<file path="src/rtl/trdb_packet_serializer.sv">
// rtl/trdb_packet_serializer.sv - trace packet FIFO and byte-stream serializer for the trace sink
// Packets are captured whole and emitted as one header byte then LSB-first payload bytes.
module trdb_packet_serializer #(
    parameter int PTYPE_W    = 3,
    parameter int LEN_W      = 5,
    parameter int PAYLOAD_W  = 248,
    parameter int FIFO_DEPTH = 2,
    parameter int CNT_W      = 16
) (
    input  logic                 clk_i,
    input  logic                 rst_i,
    input  logic                 packet_valid_i,
    input  logic [PTYPE_W-1:0]   packet_type_i,
    input  logic [LEN_W-1:0]     packet_length_i,
    input  logic [PAYLOAD_W-1:0] packet_payload_i,
    output logic                 byte_valid_o,
    input  logic                 byte_ready_i,
    output logic [7:0]           byte_data_o,
    output logic                 byte_last_o,
    output logic                 overflow_o,
    input  logic                 overflow_clr_i,
    output logic [CNT_W-1:0]     drop_count_o
);

    localparam int AW      = $clog2(FIFO_DEPTH);
    localparam int MAX_LEN = PAYLOAD_W / 8;

    typedef enum logic [1:0] {
        S_IDLE,
        S_HEADER,
        S_PAYLOAD
    } state_t;

    state_t state_q, state_d;

    logic [PTYPE_W-1:0]   type_mem [FIFO_DEPTH];
    logic [LEN_W-1:0]     len_mem  [FIFO_DEPTH];
    logic [PAYLOAD_W-1:0] pl_mem   [FIFO_DEPTH];

    logic [AW:0]          wr_ptr_q, rd_ptr_q;
    logic [AW:0]          fifo_count;
    logic                 fifo_empty, fifo_full, more_after_pop;
    logic                 pop, push_ok, drop;
    logic [LEN_W-1:0]     push_len;

    logic [LEN_W-1:0]     byte_cnt_q, byte_cnt_d;
    logic [PTYPE_W-1:0]   head_type;
    logic [LEN_W-1:0]     head_len;
    logic [PAYLOAD_W-1:0] head_payload;
    logic [PAYLOAD_W-1:0] payload_shifted;
    logic [7:0]           header_byte;
    logic                 payload_last;

    // Extra pointer bit distinguishes full from empty when the index bits match.
    assign fifo_empty     = (wr_ptr_q == rd_ptr_q);
    assign fifo_full      = (wr_ptr_q[AW] != rd_ptr_q[AW]) &&
                            (wr_ptr_q[AW-1:0] == rd_ptr_q[AW-1:0]);
    assign fifo_count     = wr_ptr_q - rd_ptr_q;
    assign more_after_pop = (fifo_count != (AW+1)'(1));

    assign push_ok = packet_valid_i && (!fifo_full || pop);
    assign drop    = packet_valid_i && !push_ok;

    // The clamp only exists when the length field can exceed the payload capacity.
    if (MAX_LEN < (1 << LEN_W) - 1) begin : g_clamp
        localparam logic [LEN_W-1:0] MAX_LEN_L = LEN_W'(MAX_LEN);
        assign push_len = (packet_length_i > MAX_LEN_L) ? MAX_LEN_L : packet_length_i;
    end else begin : g_no_clamp
        assign push_len = packet_length_i;
    end

    always_ff @(posedge clk_i) begin
        if (push_ok) begin
            type_mem[wr_ptr_q[AW-1:0]] <= packet_type_i;
            len_mem[wr_ptr_q[AW-1:0]]  <= push_len;
            pl_mem[wr_ptr_q[AW-1:0]]   <= packet_payload_i;
        end
    end

    assign head_type       = type_mem[rd_ptr_q[AW-1:0]];
    assign head_len        = len_mem[rd_ptr_q[AW-1:0]];
    assign head_payload    = pl_mem[rd_ptr_q[AW-1:0]];
    assign header_byte     = 8'({head_len, head_type});
    assign payload_shifted = head_payload >> {byte_cnt_q, 3'b000};
    assign payload_last    = (byte_cnt_q == head_len - LEN_W'(1));

    always_ff @(posedge clk_i or posedge rst_i) begin
        if (rst_i) begin
            wr_ptr_q     <= '0;
            rd_ptr_q     <= '0;
            overflow_o   <= 1'b0;
            drop_count_o <= '0;
        end else begin
            if (push_ok) begin
                wr_ptr_q <= wr_ptr_q + (AW+1)'(1);
            end
            if (pop) begin
                rd_ptr_q <= rd_ptr_q + (AW+1)'(1);
            end
            // A drop coinciding with a clear restarts the count at one.
            if (drop) begin
                overflow_o <= 1'b1;
                if (overflow_clr_i) begin
                    drop_count_o <= CNT_W'(1);
                end else if (drop_count_o != '1) begin
                    drop_count_o <= drop_count_o + CNT_W'(1);
                end
            end else if (overflow_clr_i) begin
                overflow_o   <= 1'b0;
                drop_count_o <= '0;
            end
        end
    end

    always_ff @(posedge clk_i or posedge rst_i) begin
        if (rst_i) begin
            state_q    <= S_IDLE;
            byte_cnt_q <= '0;
        end else begin
            state_q    <= state_d;
            byte_cnt_q <= byte_cnt_d;
        end
    end

    always_comb begin
        state_d      = state_q;
        byte_cnt_d   = byte_cnt_q;
        pop          = 1'b0;
        byte_valid_o = 1'b0;
        byte_data_o  = 8'h00;
        byte_last_o  = 1'b0;
        case (state_q)
            S_IDLE: begin
                if (!fifo_empty) begin
                    state_d = S_HEADER;
                end
            end
            S_HEADER: begin
                byte_valid_o = 1'b1;
                byte_data_o  = header_byte;
                byte_last_o  = (head_len == '0);
                if (byte_ready_i) begin
                    if (head_len == '0) begin
                        pop     = 1'b1;
                        state_d = more_after_pop ? S_HEADER : S_IDLE;
                    end else begin
                        byte_cnt_d = '0;
                        state_d    = S_PAYLOAD;
                    end
                end
            end
            S_PAYLOAD: begin
                byte_valid_o = 1'b1;
                byte_data_o  = payload_shifted[7:0];
                byte_last_o  = payload_last;
                if (byte_ready_i) begin
                    if (payload_last) begin
                        pop     = 1'b1;
                        state_d = more_after_pop ? S_HEADER : S_IDLE;
                    end else begin
                        byte_cnt_d = byte_cnt_q + LEN_W'(1);
                    end
                end
            end
            default: begin
                state_d = S_IDLE;
            end
        endcase
    end

endmodule

</file>
<file path="config.mk">
export PLATFORM = sky130hd
export DESIGN_NAME = trdb_packet_serializer
export DESIGN_NICKNAME = d
export VERILOG_FILES = /design/src/rtl/trdb_packet_serializer.sv
export SDC_FILE = /design/constraint.sdc
export NUM_CORES = 1
export LEC_CHECK = 0
export ABC_AREA = 1
export CORE_UTILIZATION = 55
export CTS_CLUSTER_SIZE = 12
export DETAILED_ROUTE_END_ITERATION = 6
export GPL_ROUTABILITY_DRIVEN = 0
export PLACE_DENSITY = 0.8
export SYNTH_ARGS = -nofsm -noshare
export SYNTH_HDL_FRONTEND = slang
export SYNTH_SLANG_ARGS = --single-unit
export TNS_END_PERCENT = 20
</file>
<file path="constraint.sdc">
create_clock -name clk_i -period 14.9 [get_ports clk_i]
set_input_delay 1.49 -clock clk_i [delete_from_list [all_inputs] [get_ports clk_i]]
set_output_delay 1.49 -clock clk_i [all_outputs]
set_load 0.05 [all_outputs]
</file>
Yosys cells after proc, flatten, opt, wreduce, memory -nomap -nowiden
Memory sizes are Yosys's and may differ from the RTL's.
Index checks and enable logic that the tools add are counted.

storage, ports and cells
  memories = 3
  bits in writable memories = 512
  logic and storage cells = 73
  input port bits = 261
  bits in registers = 28
  output and inout port bits = 27

memories
  memory    depth  width  rd ports  clocked after Yosys merged registers in  write ports  line  text
  pl_mem    2      248    1         0                                        1            38    logic [PAYLOAD_W-1:0] pl_mem [FIFO_DEPTH];
  len_mem   2      5      1         0                                        1            37    logic [LEN_W-1:0] len_mem [FIFO_DEPTH];
  type_mem  2      3      1         0                                        1            36    logic [PTYPE_W-1:0] type_mem [FIFO_DEPTH];

operators by class
  $add $sub $neg = 6
  muxes and demuxes = 28
  reduce and logical (&&, ||, !) cells = 15
  equal/unequal tests = 14
  shift-type cells = 1

operators with widths
  cell                                                                number
  248-bit by 8-bit >> shifter with 8-bit output                       1
  16-bit 2-to-1 mux                                                   4
  5-bit 2-to-1 mux                                                    4
  16-bit by 1-bit adder with 16-bit output, second input constant     1
  16-bit inequality test, second input constant                       1
  8-bit one-hot mux with 2 select lines                               1
  2-bit inequality test, second input constant                        6
  1-bit 2-to-1 mux                                                    10
  2-bit 2-to-1 mux                                                    5
  5-bit one-hot mux with 2 select lines                               1
  2-bit one-hot mux with 3 select lines                               1
  2-bit nonzero test                                                  3
  5-bit by 1-bit adder with 5-bit output, second input constant       1
  5-bit == test                                                       1
  5-bit logical NOT                                                   1
  5-bit AND reduction                                                 1
  5-bit by 1-bit subtractor with 5-bit output, second input constant  1
  2-bit by 1-bit adder with 2-bit output, second input constant       2
  1-bit one-hot mux with 2 select lines                               2
  4-bit AND reduction                                                 1
  1-bit logical AND                                                   3
  2-bit by 1-bit == test with 1-bit output, second input constant     1
  2-bit == test                                                       1
  2-bit == test, second input constant                                1
  9 further kinds                                                     10

Logic depth before layout (Yosys ltp)
An unclocked memory read counts as a cell.

  word-level depth = 12
  depth in mapped cells = 20
  depth with buffers taken out = 19

Worst setup path before layout
OpenSTA, ideal clock, no wires.

  path type = input port to flip-flop
  start = input port byte_ready_i
  end = memory len_mem[0][0] (enable)
  path slack = 1.420 ns
  library setup time = 0.877 ns
  path buffers = 0
  stages on the path = 6
  data arrival time = 12.603 ns
  data required time = 14.023 ns
  cell sequence = nand2_1 > a21oi_1 > nand2_2 > nand2_1 > nand2_1 > nor2_1

on the way
  word-level cells in the longest chain between the ends = 6
  elaborated cells between the ends (all ways) = 7
  those cells by class = mux (5); reduce/logical (2)

RTL lines
  what                                      line      text
  start, declared                           17        input logic byte_ready_i,
  1-bit 2-to-1 mux (on tied branches)       156, 142
  1-bit one-hot mux with 2 select lines *   132       case (state_q)
  1-bit logical OR *                        61        assign push_ok = packet_valid_i && (!fifo_full || pop);
  1-bit logical AND *                       61
  1-bit 2-to-1 mux *                        73        if (push_ok) begin
  1-bit 2-to-1 mux (implied by the code) *  75        len_mem[wr_ptr_q[AW-1:0]] <= push_len;
  end, declared                             37

Every way passes the cells marked *; elsewhere a longest branch is shown, timed or not.

Final worst setup path
  start = register rd_ptr_q[0]
  end = output port byte_data_o[7]

on the way
  word-level cells in the longest chain between the ends = 3
  elaborated cells between the ends (all ways) = 4
  those cells by class = shift (1); mux (1); memory (2)

RTL lines
  what                                           line  text
  start, declared                                40    logic [AW:0] wr_ptr_q, rd_ptr_q;
  start signal, assigned                         98    rd_ptr_q <= rd_ptr_q + (AW+1)'(1);
  memory 2 x 248 bit                             -
  248-bit by 8-bit >> shifter with 8-bit output  84    assign payload_shifted = head_payload >> {byte_cnt_q, 3'b000};
  8-bit one-hot mux with 2 select lines *        132
  end, declared                                  18    output logic [7:0] byte_data_o,

Marked as above.

==> results_dict.tcl <==
set metrics [dict create \
    status "complete, no violations" \
    min_period_ns 7.43 \
    min_to "overflow_o" \
    netlist_instances 1834 \
    cts-buffers-inserted 55 \
    area_delta_synth_final_pct 21.7 \
    io_pins 288 \
    grt_max_degree 179 \
    switching_power_mw 1.92 \
    yosys_warnings 0 \
    hpwl_mm 39.2 \
    synth_fp_nets 2103 \
    synthesis.area_um2 22100 \
    cts-htree-levels 2 \
    finClkSkew_ns 0.0170 \
    core_area_um2 39700 \
    overflow 0 \
    clk_latency_ns 0.60 \
    finalHoldViolations 0 \
    timing.rr.end "pl_mem[1][9]" \
    synthFlopType "edfxtp_1" \
    final_antenna_net_count 0 \
    maxCapViolCount 0 \
    synth_seq_area_share_pct 72.6 \
    portBuffers 287 \
    grt_use_total_pct 29.3 \
    crit_start "rd_ptr_q[0]" \
    synthDistinctLibCells 38 \
    ir_drop_uv 115 \
    final_util_pct 67.8 \
    crit_path_max_incr_delay_ns 0.86 \
    start_util_pct 55.7 \
    seqPwrFrac_pct 44.9 \
    p_int_mw 3.34 \
    num-fill-cells 2808 \
    clockBufferDepth 3 \
    clkTransAtPathRegs_ns 0.06 \
    reg2reg_depth 19 \
    drt_pre_antenna_iters 6 \
    finalSetupTns_ns 0 \
    vias_per_cell 5.92 \
    required_ns 13.41 \
    ctsHoldBuffers 0 \
    die_w_um 203 \
    nNetsFinal 2359 \
    crit-reg2reg-launch "rd_ptr_q[0]" \
    fin_crit_sh_pct 49.9 \
    start_kind "flop" \
    power_frac_comb_pct 31.4 \
    async_flop_share_pct 5.19 \
    swShare_pct 36.5 \
    postCtsSetupRepairBufs 0 \
    drt_iter0_drc 1860 \
    p_clk_share_pct 23.7 \
    die_height_um 203 \
    grt_pass1_vias 15089 \
    dieArea_um2 41100 \
    worst-endpoint-arrival_ns 5.94 \
    path_class "flop to output pin" \
    slew_headroom_pct 24.2 \
    wire_per_inst_um 22.7 \
    r2r_slack_ns 8.51 \
    p_per_area_nw_per_um2 195 \
    ys_seq_elements 540 \
    grt_pass1_wl_mm 89.4 \
    antenna_found_initial 9 \
    holdCritStartpoint "overflow_o" \
    root_buffer "clkbuf_16" \
    rows 73 \
    postCtsResizedCells 0 \
    cts.sinks 540 \
    maxSlewViolCount 0 \
    hold_class "flop to flop" \
    worstMarginPinSlew_ns 1.14 \
    crit_top_cell "nand2_1" \
    drive_above_1_share_pct 5.24 \
    max_freq_mhz 135 \
    setup_violations 0 \
    synth-edff-count 512 \
    path_max_fanout 94 \
    rsz0062_at_grt "no" \
    synth.avg_cell_area_um2 12.1 \
    cts_tree "done" \
    drc 0 \
    cp_slowest_cell "clkdlybuf4s50_1" \
    p_leak_nw 9.38 \
    whs_path_depth 2 \
    vias 15715 \
    hold_slack_ns 0.491 \
    endpoint_kind "output pin" \
    wl_mm 60.3 \
    crit_chain "inv_6 > buf_4 > buf_4 > o21ai_0 > o21ai_0 > nand2_1 > nand2_1 > nand3b_1 > nand3_1 > nand2_1 > nand2_1 > a21oi_1 > clkdlybuf4s50_1" \
]
-- placed cells by master, fill, tap and decap left out, drive strengths merged, types with 4 or more instances in the layout --
| cell type | count |
|---|---|
| edfxtp | 512 |
| nor2 | 307 |
| nand2 | 298 |
| clkdlybuf4s50 | 287 |
| o21ai | 239 |
| nand3 | 68 |
| o211ai | 67 |
| clkbuf | 67 |
| a21oi | 59 |
| inv | 56 |
| o22ai | 31 |
| dfrtp | 28 |
| clkinv | 18 |
| buf | 15 |
| nor3 | 14 |
| diode | 9 |
| or2 | 9 |
| ha | 8 |
| xor2 | 7 |
| mux2i | 6 |
| o221ai | 5 |
| o31ai | 4 |
| nand3b | 4 |
-- cells in the mapped netlist (7+ instances only) --
| cell type | instances | area [µm²] |
|---|---|---|
| nand3_1 | 67 | 335 |
| nand2_1 | 292 | 1100 |
| buf_4 | 10 | 75.1 |
| buf_2 | 35 | 175 |
| or2_2 | 9 | 56.3 |
| edfxtp_1 | 512 | 15400 |
| nor2_1 | 304 | 1140 |
| dfrtp_1 | 28 | 701 |
| o22ai_1 | 31 | 194 |
| a21oi_1 | 59 | 295 |
| clkbuf_1 | 51 | 191 |
| xor2_1 | 7 | 61.3 |
| ha_1 | 8 | 100 |
| o21ai_0 | 237 | 1190 |
| o211ai_1 | 67 | 503 |
| inv_1 | 52 | 195 |
| nor3_1 | 13 | 65.1 |
-- worst max-delay path, delay by kind of cell (launching register included) --
kind                   cells  cell delay, ns
buffers and inverters      4            3.05
AND/OR/NAND/NOR            6            0.72
AO/OA/AOI/OAI              3            0.57
flip-flops                 1            0.85
-- cells by family after synthesis --
logic type | share of synthesized area, %
AOI/OAI and AO/OA | 10.4
xor gates and xnor gates | 0.356
adders and majority gates | 0.452
buffers and inverters | 3.20
DFF | 72.6
muxes | 0.271
and+or+nand+nor | 12.8
-- worst max-delay path by stage --
stage / slack, ns / end
after floorplan: 1.42 / len_mem[0][0]
after global placement: 8.22 / byte_data_o[3]
after detailed placement: 8.17 / byte_data_o[3]
after CTS: 7.53 / byte_data_o[3]
after global routing: 7.19 / byte_data_o[7]
final: 7.47 / byte_data_o[7]
-- power by group through the flow --
| stage | logic, mW | clock network, mW | registers (mW) |
|---|---|---|---|
| 6_report | 1.65 | 1.25 | 2.36 |
| 5_1_grt | 1.80 | 1.32 | 2.39 |
| 4_1_cts | 1.63 | 1.26 | 2.36 |
| 3_5_place_dp | 1.62 | 0 | 2.38 |
| 3_3_place_gp | 1.58 | 0 | 2.36 |
| 2_1_floorplan | 1.13 | 0 | 2.42 |
-- routing by layer --
layer | part of all wire (%) | routed length [µm] | vias to the layer above | GRT usage, %
met5 | 0 | 0 | - | 0
li1 | - | - | 7076 | -
met4 | 4.2 | 2530 | 0 | 13.6
met3 | 9.7 | 5870 | 137 | 4.85
met2 | 47 | 28300 | 973 | 46.1
met1 | 39 | 23500 | 7529 | 40.2
-- final cells by class --
type                    count  area (µm²)  area share, %
diodes                      9        22.5         0.0836
clock buffers              67        1420           5.28
clock inverters            19         158          0.585
inverters                  58         223          0.827
multi-input cells        1133        5380           20.0
flip-flops and latches    540       16100           59.7
well taps                 525         657           2.44
repair buffers            302        3000           11.1
-- sequential cells by signal, indices dropped and copies added, names as in the netlist --
signal        count
state_q           2
overflow_o        1
rd_ptr_q          2
len_mem          10
pl_mem          496
wr_ptr_q          2
drop_count_o     16
type_mem          6
byte_cnt_q        5
-- metrics by stage --
step | std cells | instance area, µm² | power (mW) | setup slack [ns]
final | 2653 | 26900 | 5.26 | 7.47
after global routing | 2653 | 26900 | 5.50 | 7.19
after CTS | 2644 | 26900 | 5.24 | 7.53
after detailed placement | 2558 | 25300 | 4.00 | 8.17
after global placement | 2558 | 25300 | 3.95 | 8.22
after floorplan | 1834 | 22100 | 3.55 | 1.42
Note: power is estimated with default switching activity, not from simulation.
